--- src/rtl/melody_sequencer_pkg.sv ---
// Shared types and constants for the melody sequencer: pitch codes, FSM states, note-table entry layout.
package melody_sequencer_pkg;

    localparam int unsigned PITCH_W = 4;
    localparam int unsigned DUR_W   = 4;
    localparam int unsigned ENTRY_W = DUR_W + PITCH_W;
    localparam int unsigned ADDR_W  = 5;

    localparam logic [PITCH_W-1:0] PITCH_A     = 4'd0;
    localparam logic [PITCH_W-1:0] PITCH_DHIGH = 4'd1;
    localparam logic [PITCH_W-1:0] PITCH_C     = 4'd2;
    localparam logic [PITCH_W-1:0] PITCH_B     = 4'd3;
    localparam logic [PITCH_W-1:0] PITCH_G     = 4'd4;
    localparam logic [PITCH_W-1:0] PITCH_FIS   = 4'd5;
    localparam logic [PITCH_W-1:0] PITCH_E     = 4'd6;
    localparam logic [PITCH_W-1:0] PITCH_D     = 4'd7;
    localparam logic [PITCH_W-1:0] PITCH_REST  = 4'd15;

    typedef enum logic [2:0] {
        ST_IDLE,
        ST_FETCH,
        ST_LOAD,
        ST_PLAY,
        ST_GAP
    } state_t;

    typedef struct packed {
        logic [DUR_W-1:0]   duration;
        logic [PITCH_W-1:0] pitch;
    } note_entry_t;

endpackage

--- src/rtl/melody_sequencer_tempo_tick.sv ---
// Eighth-note tempo divider: one-cycle tick every EIGHTH_CYCLES enabled cycles, restarted on note load.
module melody_sequencer_tempo_tick #(
    parameter int unsigned EIGHTH_CYCLES = 3000000
) (
    input  logic clk,
    input  logic reset,
    input  logic clear,
    input  logic enable,
    output logic tick_c
);

    localparam int unsigned CNT_W = (EIGHTH_CYCLES > 1) ? $clog2(EIGHTH_CYCLES) : 1;
    localparam logic [CNT_W-1:0] CNT_LAST = CNT_W'(EIGHTH_CYCLES - 1);

    logic [CNT_W-1:0] sub_cnt;

    always_ff @(posedge clk) begin
        if (reset || clear) begin
            sub_cnt <= '0;
        end else if (enable) begin
            sub_cnt <= (sub_cnt == CNT_LAST) ? '0 : sub_cnt + CNT_W'(1);
        end
    end

    assign tick_c = enable && (sub_cnt == CNT_LAST);

endmodule

--- src/rtl/melody_sequencer.sv ---
// Note-table melody sequencer driving a pitch code and mute to the sine generator.
// Define MELODY_GAP_EN to insert GAP_CYCLES of silence between notes (otherwise legato).
module melody_sequencer
    import melody_sequencer_pkg::*;
#(
    parameter int unsigned EIGHTH_CYCLES = 3000000,
    parameter int unsigned SONG_LEN      = 20,
    parameter int unsigned GAP_CYCLES    = 120000
) (
    input  logic               clk,
    input  logic               reset,
    input  logic               start,
    input  logic               stop,
    input  logic               loop,
    output logic [ADDR_W-1:0]  rom_addr,
    input  logic [ENTRY_W-1:0] rom_data,
    output logic [PITCH_W-1:0] frequency,
    output logic               mute,
    output logic               busy,
    output logic               note_strobe,
    output logic               done
);

    localparam logic [ADDR_W-1:0] LAST_IDX = ADDR_W'(SONG_LEN - 1);

`ifdef MELODY_GAP_EN
    localparam int unsigned GAP_W = (GAP_CYCLES > 1) ? $clog2(GAP_CYCLES) : 1;
    localparam logic [GAP_W-1:0] GAP_LAST = GAP_W'(GAP_CYCLES - 1);
    logic [GAP_W-1:0] gap_cnt;
`endif

    state_t             state, state_d;
    logic [ADDR_W-1:0]  index, index_d;
    logic [DUR_W-1:0]   dur, unit_cnt;
    logic [PITCH_W-1:0] frequency_d;
    logic               mute_d, busy_d, note_strobe_d, done_d;
    logic               tick_c, play_end_c, advance_c, song_end_c;
    note_entry_t        entry;

    assign entry      = note_entry_t'(rom_data);
    assign rom_addr   = index;
    assign play_end_c = (state == ST_PLAY) && tick_c && (unit_cnt == dur - DUR_W'(1));
    // In LOAD an advance only happens for the end marker, which always ends the song
    assign song_end_c = (index == LAST_IDX) || (state == ST_LOAD);

    melody_sequencer_tempo_tick #(
        .EIGHTH_CYCLES(EIGHTH_CYCLES)
    ) tempo_tick (
        .clk    (clk),
        .reset  (reset),
        .clear  (state == ST_LOAD),
        .enable (state == ST_PLAY),
        .tick_c (tick_c)
    );

    // State register (index travels with the state)
    always_ff @(posedge clk) begin
        if (reset) begin
            state <= ST_IDLE;
            index <= '0;
        end else begin
            state <= state_d;
            index <= index_d;
        end
    end

    // Next-state logic
    always_comb begin
        state_d   = state;
        index_d   = index;
        advance_c = 1'b0;
        case (state)
            ST_IDLE: begin
                if (start && !stop) begin
                    state_d = ST_FETCH;
                    index_d = '0;
                end
            end
            ST_FETCH: state_d = ST_LOAD;
            ST_LOAD: begin
                if (entry.duration == '0) begin
                    advance_c = 1'b1;
                end else begin
                    state_d = ST_PLAY;
                end
            end
            ST_PLAY: begin
                if (play_end_c) begin
`ifdef MELODY_GAP_EN
                    state_d = ST_GAP;
`else
                    advance_c = 1'b1;
`endif
                end
            end
`ifdef MELODY_GAP_EN
            ST_GAP: begin
                if (gap_cnt == GAP_LAST) begin
                    advance_c = 1'b1;
                end
            end
`endif
            default: state_d = ST_IDLE;
        endcase
        if (advance_c) begin
            if (!song_end_c) begin
                index_d = index + ADDR_W'(1);
                state_d = ST_FETCH;
            end else if (loop) begin
                index_d = '0;
                state_d = ST_FETCH;
            end else begin
                state_d = ST_IDLE;
            end
        end
        if (stop && (state != ST_IDLE)) begin
            state_d = ST_IDLE;
        end
    end

    // Output logic (next values of the registered outputs)
    always_comb begin
        frequency_d   = frequency;
        mute_d        = mute;
        note_strobe_d = 1'b0;
        busy_d        = (state_d != ST_IDLE);
        done_d        = advance_c && song_end_c && !loop && !stop;
        if ((state == ST_LOAD) && (state_d == ST_PLAY)) begin
            frequency_d   = entry.pitch;
            mute_d        = (entry.pitch == PITCH_REST);
            note_strobe_d = 1'b1;
        end
        if ((state_d == ST_IDLE) || (state_d == ST_GAP)) begin
            mute_d = 1'b1;
        end
    end

    // Output registers and note counters
    always_ff @(posedge clk) begin
        if (reset) begin
            frequency   <= '0;
            mute        <= 1'b1;
            busy        <= 1'b0;
            note_strobe <= 1'b0;
            done        <= 1'b0;
            dur         <= '0;
            unit_cnt    <= '0;
`ifdef MELODY_GAP_EN
            gap_cnt     <= '0;
`endif
        end else begin
            frequency   <= frequency_d;
            mute        <= mute_d;
            busy        <= busy_d;
            note_strobe <= note_strobe_d;
            done        <= done_d;
            if (state == ST_LOAD) begin
                dur      <= entry.duration;
                unit_cnt <= '0;
            end else if ((state == ST_PLAY) && tick_c) begin
                unit_cnt <= unit_cnt + DUR_W'(1);
            end
`ifdef MELODY_GAP_EN
            gap_cnt <= (state == ST_GAP) ? gap_cnt + GAP_W'(1) : '0;
`endif
        end
    end

endmodule

--- config.mk ---
export PLATFORM = sky130hd
export DESIGN_NAME = melody_sequencer
export DESIGN_NICKNAME = d
export VERILOG_FILES = /design/src/rtl/melody_sequencer_pkg.sv /design/src/rtl/melody_sequencer_tempo_tick.sv /design/src/rtl/melody_sequencer.sv
export SDC_FILE = /design/constraint.sdc
export NUM_CORES = 1
export LEC_CHECK = 0
export ABC_AREA = 0
export CAP_MARGIN = 10
export CORE_MARGIN = 2
export CORE_UTILIZATION = 40
export DETAILED_ROUTE_END_ITERATION = 8
export HOLD_SLACK_MARGIN = 0.06
export SYNTH_ARGS = -nofsm -noshare
export SYNTH_HDL_FRONTEND = slang
export SYNTH_SLANG_ARGS = --single-unit
--- constraint.sdc ---
create_clock -name clk -period 6 [get_ports clk]
set_clock_uncertainty 0.2 [all_clocks]
set_input_delay 1.8 -clock clk [delete_from_list [all_inputs] [get_ports clk]]
set_output_delay 1.8 -clock clk [all_outputs]
set_load 0.005 [all_outputs]
### After elaboration in Yosys (flattened, before gate mapping)

Cells that the tools add are included.
Widths: inputs -> output; s select.

| storage, ports and cells | value |
|---|---|
| register bits | 46 |
| input port bits | 13 |
| output and inout port bits | 13 |
| logic and storage cells | 61 |

| cells by class | value |
|---|---|
| add/subtract/negate cells | 4 |
| equal/unequal tests | 9 |
| multiplexer cells | 17 |
| reduce and logical (&&, ||, !) cells | 21 |

Operator list:

| cell | number |
|---|---|
| $mux 5 | 5 |
| $add 22x1->22 const B | 1 |
| $eq 22x22->1 const B | 1 |
| $mux 22 | 1 |
| $mux 3 | 4 |
| $pmux 3 s4 | 1 |
| $eq 3x2->1 const B | 3 |
| $logic_and 1x1->1 | 9 |
| $logic_not 3->1 | 2 |
| $reduce_bool 3->1 | 2 |
| $add 5x1->5 const B | 1 |
| $eq 5x5->1 const B | 1 |
| $mux 1 | 5 |
| $add 4x1->4 const B | 1 |
| $eq 4x4->1 | 1 |
| $eq 4x4->1 const B | 1 |
| $logic_not 4->1 | 1 |
| $reduce_or 2->1 | 2 |
| $sub 4x1->4 const B | 1 |
| $eq 3x1->1 const B | 1 |
| $eq 3x3->1 const B | 1 |
| $logic_or 1x1->1 | 3 |
| $logic_not 1->1 | 2 |
| $pmux 1 s2 | 1 |

### Logic depth before layout (Yosys ltp)

Gate-level depths: netlist (run 1).

| depth | value |
|---|---|
| depth in word-level cells | 11 |
| gate-level depth with buffers | 9 |

### Modules after synthesis

From an unflattened synthesis (run 1), not the netlist that was laid out.

| second synthesis, totals | value |
|---|---|
| cells, all modules | 256 |
| area total of the unflattened synthesis | 2,232.1 um^2 |

Modules (own cells, without submodules):

| module | times used | cells each | area an instance (um^2) |
|---|---|---|---|
| melody_sequencer | 1 | 129 | 1,163.6 |
| melody_sequencer_tempo_tick | 1 | 127 | 1,068.5 |

### Least setup slack after synthesis (run 1)

OpenSTA, ideal clock, no wires.

| timing path | value |
|---|---|
| path kind | input to register |
| from | input port rom_data[5] |
| to | register frequency[0] |
| library setup time | 0.128 ns |
| arrival time | 2.811 ns |
| setup slack | 2.861 ns |
| stages | 5 |
| buffers on the path | 0 |
| cells stage by stage | nor4_1 nand2_1 nand3_1 mux2i_1 nor2_1 |

| on the way | value |
|---|---|
| longest elaborated chain between the ends | 7 |
| elaborated cells on any way between the ends | 9 |
| those cells by class | 1 x eq/ne; 6 x mux; 2 x reduce/logical |

RTL lines:

| what | RTL line | text |
|---|---|---|
| start: declaration | melody_sequencer.sv:16 | `input logic [ENTRY_W-1:0] rom_data,` |
| $logic_not 4->1 * | melody_sequencer.sv:81 | `if (entry.duration == '0) begin` |
| $mux 3 / $mux 1 (equally long branches) | melody_sequencer.sv:81 |  |
| $pmux 3 s4 / $pmux 1 s2 (equally long branches) | melody_sequencer.sv:72 | `case (state)` |
| $mux 3 * | melody_sequencer.sv:105 | `if (advance_c) begin` |
| $mux 3 * | melody_sequencer.sv:116 | `if (stop && (state != ST_IDLE)) begin` |
| $eq 3x2->1 * | melody_sequencer.sv:128 | `if ((state == ST_LOAD) && (state_d == ST_PLAY)) begin` |
| $logic_and 1x1->1 * | melody_sequencer.sv:128 |  |
| end signal: assignment | melody_sequencer.sv:152 | `frequency <= frequency_d;` |
| end: declaration | melody_sequencer.sv:17 | `output logic [PITCH_W-1:0] frequency,` |

Every way passes the cells marked *; elsewhere a longest branch is shown, timed or not.
A chain may end at the register's enable or synchronous reset.

### Final worst setup path (run 1)

| timing path | value |
|---|---|
| from | input port reset |
| to | register tempo_tick.sub_cnt[21] |

| on the way | value |
|---|---|
| longest elaborated chain between the ends | 1 |

RTL lines:

| what | RTL line | text |
|---|---|---|
| start: declaration | melody_sequencer.sv:11 | `input logic reset,` |
| $logic_or 1x1->1 | melody_sequencer_tempo_tick.sv:18 | `if (reset \|\| clear) begin` |
| end signal: assignment | melody_sequencer_tempo_tick.sv:21 | `sub_cnt <= (sub_cnt == CNT_LAST) ? '0 : sub_cnt + CNT_W'(1);` |
| end: declaration | melody_sequencer_tempo_tick.sv:15 | `logic [CNT_W-1:0] sub_cnt;` |

Every way passes these cells.

==> results of run 1 <==
[power groups by stage]
stage                     registers (uW)  logic, uW  clock network (uW)
after CTS                            307       20.2                 208
after detailed placement             314       20.2                   0
after global routing                 307       22.2                 219
after global placement               314       20.2                   0
after floorplan                      314       9.46                   0
final                                307       20.2                 199
[final cells by class]
| type | count | area share |
|---|---|---|
| well taps | 72 | 0.0348 |
| repair buffers | 25 | 0.0967 |
| flip-flops and latches | 46 | 0.356 |
| clock inverters | 1 | 0.00193 |
| clock buffers | 7 | 0.0333 |
| inverters | 10 | 0.0145 |
| multi-input cells | 189 | 0.463 |
[logic make-up after synthesis]
family / count (synthesis) / synth area share
buffers and inverters: 21 / 0.0446
XOR/XNOR: 27 / 0.113
multiplexers: 8 / 0.0367
flip-flops: 46 / 0.415
AO/OA/AOI/OAI: 24 / 0.0699
adder cells (fa/ha/maj): 4 / 0.0226
AND/OR/NAND/NOR: 125 / 0.297
other: 1 / 0.00169
[worst paths after layout]
| path | startpoint | end | cells after the start |
|---|---|---|---|
| hold / removal | mute | mute | 2 |
| setup reg to reg | state[0] | tempo_tick.sub_cnt[21] | 5 |
| setup / recovery | reset | tempo_tick.sub_cnt[21] | 4 |
| hold reg to reg | mute | mute | 2 |
[worst min-delay path: stages, from the launching register on]
cell,delay [ps]
dfxtp_1,340
nand2_1,50
o211ai_1,60
[synth_stat cells (all sizes together), types with 3 or more instances]
cell	number	area (sq um)
clkbuf	5	20.0
or3	5	31.3
nor3	10	50.1
buf	6	41.3
nor4	7	43.8
a211oi	3	22.5
xor2	7	61.3
a21oi	8	40.0
xnor2	19	166
inv	10	37.5
dfxtp	46	921
nand3	17	97.6
o21ai	4	20.0
mux2i	7	70.1
nand2	15	56.3
and3	3	18.8
nor2	42	158
or2	3	18.8
nand2b	4	25.0
nand4	5	31.3
ha	4	50.1
[state kept, by name (all words and copies together), names as in the netlist, 3 cells and up]
register	flops
unit_cnt	4
frequency	4
state	3
tempo_tick.sub_cnt	22
dur	4
rom_addr	5
[per-layer routing]
| metal | share of wire | routed length (um) | global-route usage | vias up |
|---|---|---|---|---|
| met5 | 0 | 0 | 0 | - |
| met4 | 0.019 | 82 | 0.0632 | 0 |
| met3 | 0.048 | 205 | 0.0460 | 8 |
| met2 | 0.45 | 1950 | 0.245 | 42 |
| met1 | 0.48 | 2070 | 0.190 | 820 |
| li1 | - | - | - | 922 |
[metrics by stage]
stage / area, sq um / utilization
after floorplan: 2220 / -
after global placement: 2500 / 0.459
after detailed placement: 2500 / 0.459
after CTS: 2590 / 0.476
after global routing: 2590 / 0.476
final: 2590 / 0.476
==> impl_results.md, run 1 <==
- Arrival time at the worst endpoint: 3690 ps
- Required time reported for the critical path endpoint: 6020 ps
- Average footprint of a synthesized cell: 8.67 sq um
- Slack of the worst reg-to-reg path: 3380 ps
- Layout area overhead: 16.7%
- Routed via count: 1792
- Max stage delay on crit path: 620 ps
- Worst min-delay path category: reg2reg
- Number of flops mapped to enable cells by yosys: 0
- Effective utilization at floorplan: 0.408
- Drt pass-1 iters: 4
- Wire length of the first global-routing pass: 7290 um
- Average via count per standard cell: 5.12
- Largest net degree at the start of global routing: 22
- Classification of the worst setup path: in2reg
- Worst Setup Slack post-DPL: 2000 ps
- Count of maximum capacitance violations: 0
- Port buffer count: 25
- H-tree depth reported by CTS: 2
- Most common cell after layout, fill and taps aside: dfxtp_1
- Number of sinks handled by clock tree synthesis: 46
- Number of pins with negative max-slew slack in the final report: 0
- Kind of start point of the critical path: input pin
- Worst slew margin: 0.469
- Cell breakdown of the critical path: clkdlybuf4s50_1 -> or2_2 -> nand2b_1 -> nor2_1
- Number of design rule violations left after detail routing: 0
- Unrepaired setup endpoints after global routing: false
- Relative contribution of the clock network to total power: 0.378
- Status: finished, final reports clean
- Later-pin clock latency in the skew report: 300 ps
- Total power consumption of the routed design: 527 uW
- Post-detailed-route count of antenna-violating nets: 0
- Yosys warning total: 0
- Post-CTS setup buffer count: 0
- Most used flip-flop cell after synthesis: dfxtp_1
- Global placement routability congestion: 0.812
- Part of the cycle the worst path needs: 0.612
- Initial antenna violation count: 0
- Net switching fraction of the power: 0.223
- X dimension of the die: 78.5 um
- Power density relative to cell area: 203 nW/um^2
- Die ar.: 6160 sq um
- Switching pwr: 117 uW
- Number of hold violations in the final report: 0
- Vias in the first global route: 1600
- Number of instances in the placed design: 342
- Combinational fraction of design power: 0.038
- Number of buffers and inverters on the critical path: 1
- Initial detailed-routing violation count: 63
- WL/cell: 12.3 um
- CP top delay family: simple AND/OR/NAND/NOR gates
- Crit path setup slack, layout: 2330 ps
- Transition time of the tightest slew-check pin: 797 ps
- Smallest hold slack: 280 ps
- Core ar.: 5440 sq um
- Filler cell count in the final layout: 547
- Cell area after technology mapping: 2220 sq um
- Clock tree root driver cell: clkbuf_8
- Reg power frac: 0.583
- Number of hold-repair buffers added at the cts stage: 0
- Number of antenna cells inserted: 0
- Largest vdd supply drop: 0.105 mV
- Library cell contributing the largest single delay on the critical path: clkdlybuf4s50_1
- Number of buffers added by the clock tree synthesis step: 5
- Post-Layout Cell Count: 350
- Final HPWL from detailed placement: 3160 um
- Largest fanout on the critical path: 21
- Synthesized netlist net count: 273
- Share of the yosys chip area belonging to registers: 0.415
- Cells resized by post-CTS repair: 0
- Clock transition at path regs: 80 ps
- Die height: 78.5 um
- Area used by sequential logic in the layout: 921 sq um
- Asr flop ratio synth: 0
- Period minus WS final: 3670 ps
- Type of element capturing the critical path: flip-flop
- Internal Pwr Total: 409 uW
- Bufs on Longest Clock Path: 2
- Highest Clock Rate: 0.272 GHz
- GRT Total Usage: 0.152
- Routed wire length: 4310 um
- Number of placed I/O pins: 26
- Summed negative setup slack over all endpoints: 0 ps
- Number of standard-cell rows in the floorplan: 27
- Global-route congestion overflow total: 0
- Clock tree from TritonCTS: done
- Final setup viols: 0
- Leakage: 0.000908 uW
- Synthesized flop and latch total: 46
- Final Net Count: 294
- Share of layout cells above drive strength 1: 0.0540
- Gate Count Post-Synth: 256
- Area of the multi-input gates: 1200 sq um
- Commonest cells after routing, fill and taps aside: dfxtp_1 (46), nor2_1 (42), clkdlybuf4s50_1 (25), xnor2_1 (19), nand3_1 (16)
- Count of cell types in the netlist: 46
Power figures use the tool's default switching activity.
==> run 2: changes to the inputs <==
==> constraint.sdc (replaced) <==
create_clock -name clk -period 3.2 [get_ports clk]
set_clock_uncertainty 0.2 [all_clocks]
set_input_delay 0.96 -clock clk [delete_from_list [all_inputs] [get_ports clk]]
set_output_delay 0.96 -clock clk [all_outputs]
set_load 0.005 [all_outputs]
==> impl_results.md, run 2 (synthesized netlist as in run 1, its figures left out) <==
- Number of placed I/O pins: 26 (unchanged)
- Final setup viols: 0 (unchanged)
- Clock transition at path regs: 90 ps (was 80 ps)
- Initial antenna violation count: 0 (unchanged)
- Final Net Count: 296 (was 294)
- Register name with the most flops: tempo_tick.sub_cnt (unchanged)
- Wire length of the first global-routing pass: 7670 um (was 7290 um)
- Routed via count: 1787 (was 1792)
- Later-pin clock latency in the skew report: 300 ps (about the same)
- Summed negative setup slack over all endpoints: 0 ps (unchanged)
- Largest vdd supply drop: 0.191 mV (was 0.105 mV)
- Power density relative to cell area: 388 nW/um^2 (was 203 nW/um^2)
- Number of hold violations in the final report: 0 (unchanged)
- Initial detailed-routing violation count: 94 (was 63)
- GRT Total Usage: 0.156 (was 0.152)
- Post-CTS setup buffer count: 0 (unchanged)
- WL/cell: 12.5 um (was 12.3 um)
- Largest fanout on the critical path: 6 (was 21)
- Die ar.: 6160 sq um (unchanged)
- Reg2Reg Depth: 5 (unchanged)
- Layout area overhead: 18.0% (was 16.7%)
- Filler cell count in the final layout: 522 (was 547)
- Effective utilization at floorplan: 0.408 (unchanged)
- Total stage count of the critical path: 6 (was 4)
- Global-route congestion overflow total: 0 (unchanged)
- Number of design rule violations left after detail routing: 0 (unchanged)
- Startpoint of the worst-slack reg-to-reg timing path: state[0] (unchanged)
- Number of hold-repair buffers added at the cts stage: 0 (unchanged)
- Average via count per standard cell: 5.08 (was 5.12)
- CP top delay family: simple AND/OR/NAND/NOR gates (unchanged)
- Share of layout cells above drive strength 1: 0.0643 (was 0.0540)
- Vias in the first global route: 1693 (was 1600)
- Most common cell after layout, fill and taps aside: dfxtp_1 (unchanged)
- Global placement routability congestion: 0.847 (was 0.812)
- Library cell contributing the largest single delay on the critical path: nor4_1 (was clkdlybuf4s50_1)
- Cells resized by post-CTS repair: 0 (unchanged)
- Cell breakdown of the critical path: clkdlybuf4s50_1 -> nor4_1 -> nand2_1 -> nand3_1 -> mux2i_1 -> nor2_1 (was clkdlybuf4s50_1 -> or2_2 -> nand2b_1 -> nor2_1)
- Number of pins with negative max-slew slack in the final report: 0 (unchanged)
- Launching element of the worst setup path: rom_data[5] (was reset)
- X dimension of the die: 78.5 um (unchanged)
- Clock tree from TritonCTS: done (unchanged)
- Period minus WS final: 2650 ps
- Critical R2R Capture: note_strobe (was tempo_tick.sub_cnt[21])
- Post-detailed-route count of antenna-violating nets: 0 (unchanged)
- Type of element capturing the critical path: flip-flop (unchanged)
- Largest net degree at the start of global routing: 22 (unchanged)
- Number of standard-cell rows in the floorplan: 27 (unchanged)
- Setup crit end: frequency[3] (was tempo_tick.sub_cnt[21])
- Routed wire length: 4380 um (was 4310 um)
- Worst slew margin: 0.649 (was 0.469)
- Worst min-delay path category: reg2reg (unchanged)
- Die height: 78.5 um (unchanged)
- Core ar.: 5440 sq um (unchanged)
- Slack of the worst reg-to-reg path: 740 ps (was 3380 ps)
- Required time reported for the critical path endpoint: 3200 ps (was 6020 ps)
- Classification of the worst setup path: in2reg (unchanged)
- Clock tree root driver cell: clkbuf_8 (unchanged)
- Number of buffers and inverters on the critical path: 1 (unchanged)
- Bufs on Longest Clock Path: 2 (unchanged)
- Unrepaired setup endpoints after global routing: false (unchanged)
- Status: finished, final reports clean (unchanged)
- Number of buffers added by the clock tree synthesis step: 5 (unchanged)
- Number of sinks handled by clock tree synthesis: 46 (unchanged)
- Transition time of the tightest slew-check pin: 525 ps (was 797 ps)
- Port buffer count: 25 (unchanged)
- Drt pass-1 iters: 4 (unchanged)
- H-tree depth reported by CTS: 2 (unchanged)
- Arrival time at the worst endpoint: 2650 ps (was 3690 ps)
- Flip-flop count of the largest register after layout: 22 (unchanged)
- Number of antenna cells inserted: 0 (unchanged)
- Smallest hold slack: 299 ps (was 280 ps)
- Highest Clock Rate: 0.377 GHz
- Part of the cycle the worst path needs: 0.828
- Leakage: 0.000924 uW (was 0.000908 uW)
- Commonest cells after routing, fill and taps aside: dfxtp_1 (46), nor2_1 (42), clkdlybuf4s50_1 (25), xnor2_1 (19), nand3_1 (16) (unchanged)
- Final HPWL from detailed placement: 3140 um (was 3160 um)
- Kind of start point of the critical path: input pin (unchanged)
- Max stage delay on crit path: 480 ps (was 620 ps)
- Count of maximum capacitance violations: 0 (unchanged)
run 2: stage by stage:
stage	util	std cells	setup WS, ps	power (uW)	instance area (sq um)
after floorplan	-	256	901	606	2220
after CTS	0.481	352	573	1030	2620
final	0.481	352	550	1020	2620
after detailed placement	0.462	344	239	630	2510
after global placement	0.462	344	301	630	2510
after global routing	0.481	352	379	1060	2620
run 2: worst min path at each step:
stage	from	endpoint	slack, ps	cells after the start
after CTS	mute	mute	300	2
after floorplan	mute	mute	270	2
after detailed placement	mute	mute	270	2
after global routing	unit_cnt[3]	unit_cnt[3]	340	2
after global placement	mute	mute	280	2
final	mute	mute	300	2
run 2: area by class of cell:
type                    instances  area, sq um  share of cell area
flip-flops and latches         46          921               0.352
clock inverters                 1         8.76             0.00335
multi-input cells             189         1200               0.458
repair buffers                 27          265               0.101
well taps                      72         90.1              0.0344
inverters                      10         37.5              0.0143
clock buffers                   7         96.3              0.0368
run 2: routing by layer:
metal | share of wire | vias to the layer above | track usage
li1 | - | 928 | -
met1 | 0.50 | 798 | 0.201
met2 | 0.43 | 51 | 0.243
met3 | 0.047 | 10 | 0.0425
met4 | 0.022 | 0 | 0.0754
met5 | 0 | - | 0
run 2: worst register-to-register path: cells and delay by family, from the launching register on:
kind               cells  cell delay, ps
AOI/OAI and AO/OA      1             140
and+or+nand+nor        4            1490
DFF                    1             530
run 2: report_power, final:
part           switching, uW  total (uW)  internal (uW)  leakage, uW
registers               2.42         576            574     0.000371
logic                   20.0        40.6           20.6     0.000498
clock network            202         400            198    0.0000544
total                    224        1020            792     0.000924
==> run 3: changes to the inputs <==
==> constraint.sdc (replaced) <==
create_clock -name clk -period 2.26 [get_ports clk]
set_clock_uncertainty 0.2 [all_clocks]
set_input_delay 0.678 -clock clk [delete_from_list [all_inputs] [get_ports clk]]
set_output_delay 0.678 -clock clk [all_outputs]
set_load 0.005 [all_outputs]
==> impl_results.md, run 3 (synthesized netlist as in run 1, its figures left out) <==
- Number of antenna cells inserted: 0 (unchanged)
- Clock tree root driver cell: clkbuf_8 (unchanged)
- Period minus WS final: 2170 ps
- Arrival time at the worst endpoint: 1290 ps (was 2650 ps)
- X dimension of the die: 78.5 um (unchanged)
- Routed wire length: 4560 um (was 4380 um)
- WL/cell: 11.9 um (was 12.5 um)
- Met2 Resource Use GR: 0.260 (was 0.243)
- Layout area overhead: 30.9% (was 18.0%)
- Classification of the worst setup path: reg2out (was in2reg)
- Clock tree from TritonCTS: done (unchanged)
- Share of layout cells above drive strength 1: 0.177 (was 0.0643)
- Flip-flop count of the largest register after layout: 22 (unchanged)
- Final setup viols: 0 (unchanged)
- Final Net Count: 327 (was 296)
- Unrepaired setup endpoints after global routing: false (unchanged)
- Count of maximum capacitance violations: 0 (unchanged)
- Effective utilization at floorplan: 0.408 (unchanged)
- Power density relative to cell area: 513 nW/um^2 (was 388 nW/um^2)
- Part of the cycle the worst path needs: 0.959
- Cell breakdown of the critical path: clkdlybuf4s50_1 (was clkdlybuf4s50_1 -> nor4_1 -> nand2_1 -> nand3_1 -> mux2i_1 -> nor2_1)
- Global-route congestion overflow total: 0 (unchanged)
- Launching element of the worst setup path: rom_addr[2] (was rom_data[5])
- Kind of start point of the critical path: flip-flop (was input pin)
- Number of sinks handled by clock tree synthesis: 46 (unchanged)
- Final HPWL from detailed placement: 3410 um (was 3140 um)
- Startpoint of the worst-slack reg-to-reg timing path: tempo_tick.sub_cnt[6] (was state[0])
- Highest Clock Rate: 0.461 GHz
- Port buffer count: 25 (unchanged)
- Post-Layout Cell Count: 383 (was 352)
- GRT Total Usage: 0.164 (was 0.156)
- Initial detailed-routing violation count: 81 (was 94)
- Routed via count: 1911 (was 1787)
- Required time reported for the critical path endpoint: 1380 ps (was 3200 ps)
- Number of hold violations in the final report: 0 (unchanged)
- Number of buffers added by the clock tree synthesis step: 5 (unchanged)
- Wire length of the first global-routing pass: 8130 um (was 7670 um)
- Global placement routability congestion: 0.866 (was 0.847)
- Min-delay src: mute (unchanged)
- Number of pins with negative max-slew slack in the final report: 0 (unchanged)
- Average via count per standard cell: 4.99 (was 5.08)
- Later-pin clock latency in the skew report: 300 ps (about the same)
- Largest fanout on the critical path: 7 (was 6)
- Summed negative setup slack over all endpoints: 0 ps (unchanged)
- Register name with the most flops: tempo_tick.sub_cnt (unchanged)
- Max stage delay on crit path: 550 ps (was 480 ps)
- Type of element capturing the critical path: output pin (was flip-flop)
- Number of instances in the placed design: 375 (was 344)
- Largest net degree at the start of global routing: 22 (unchanged)
- Die ar.: 6160 sq um (unchanged)
- Status: finished, final reports clean (unchanged)
- Largest vdd supply drop: 0.249 mV (was 0.191 mV)
- Number of placed I/O pins: 26 (unchanged)
- Die height: 78.5 um (unchanged)
- Bufs on Longest Clock Path: 2 (unchanged)
- Library cell contributing the largest single delay on the critical path: clkdlybuf4s50_1 (was nor4_1)
- Post-detailed-route count of antenna-violating nets: 0 (unchanged)
- Most common cell after layout, fill and taps aside: dfxtp_1 (unchanged)
- Met3 layer usage reported by global route: 0.0517 (was 0.0425)
- Vias in the first global route: 1827 (was 1693)
- Post-CTS setup buffer count: 0 (unchanged)
- CP top delay family: buffers and inverters (was simple AND/OR/NAND/NOR gates)
- Drt pass-1 iters: 4 (unchanged)
- H-tree depth reported by CTS: 2 (unchanged)
- Met1 layer usage reported by global route: 0.208 (was 0.201)
- Initial antenna violation count: 0 (unchanged)
- Core ar.: 5440 sq um (unchanged)
- Commonest cells after routing, fill and taps aside: dfxtp_1 (46), nor2_1 (42), buf_4 (32), clkdlybuf4s50_1 (25), xnor2_1 (19) (was dfxtp_1 (46), nor2_1 (42), clkdlybuf4s50_1 (25), xnor2_1 (19), nand3_1 (16))
- Leakage: 0.00109 uW (was 0.000924 uW)
- Number of design rule violations left after detail routing: 0 (unchanged)
- Worst min-delay path category: reg2reg (unchanged)
- Number of buffers and inverters on the critical path: 1 (unchanged)
- Clock transition at path regs: 80 ps (was 90 ps)
- Number of standard-cell rows in the floorplan: 27 (unchanged)
- Peak-usage layer in the global routing report: met2 (unchanged)
[run 3: cell count changes in the layout (fill, tap and decap cells not counted), sizes merged]
cell,before,now
buf,2,33
bufinv,0,1
clkinv,1,0
clkinvlp,0,1
clkbuf,7,6
[run 3: layer usage]
| metal | routed length (um) | share of wire |
|---|---|---|
| met5 | 0 | 0 |
| met4 | 102 | 0.022 |
| met3 | 237 | 0.052 |
| met2 | 1990 | 0.44 |
| met1 | 2220 | 0.49 |
[run 3: area by class of cell]
cell class,count,area [sq um]
Tap cell,72,90.1
Multi-Input combinational cell,189,1230
Clock inverter,2,37.5
Fill cell,540,2530
Timing Repair Buffer,58,510
Sequential cell,46,921
Inverter,10,37.5
Clock buffer,6,72.6
[run 3: through the flow]
stage | setup WS, ps | instance area [sq um] | hold slack [ps] | total power (uW) | utilization
finish | 92.8 | 2900 | 275 | 1490 | 0.534
global route | 10.1 | 2900 | 301 | 1570 | 0.534
CTS | 72.3 | 2870 | 287 | 1520 | 0.528
detailed placement | -233 | 2760 | 268 | 907 | 0.507
global placement | -226 | 2760 | 256 | 907 | 0.507
floorplan | 136 | 2220 | 267 | 858 | -
[run 3: final timing paths]
check           endpoint  slack (ps)  depth (start not counted)
max          rom_addr[2]          90                          1
max reg2reg  note_strobe         130                          5
min reg2reg         mute         280                          2
min                 mute         280                          2
[run 3: report_power, final]
group	internal (uW)	total, uW	switching (uW)	leakage [uW]
Combinational	42.5	77.3	34.7	0.000664
Sequential	812	813	1.01	0.000371
Clock	330	601	271	0.0000514
[run 3: timing repair]
action,CTS,global route
resized for setup,1,6
pin swaps,0,0
hold buffers,0,0
endpoints found under the setup margin,1,5
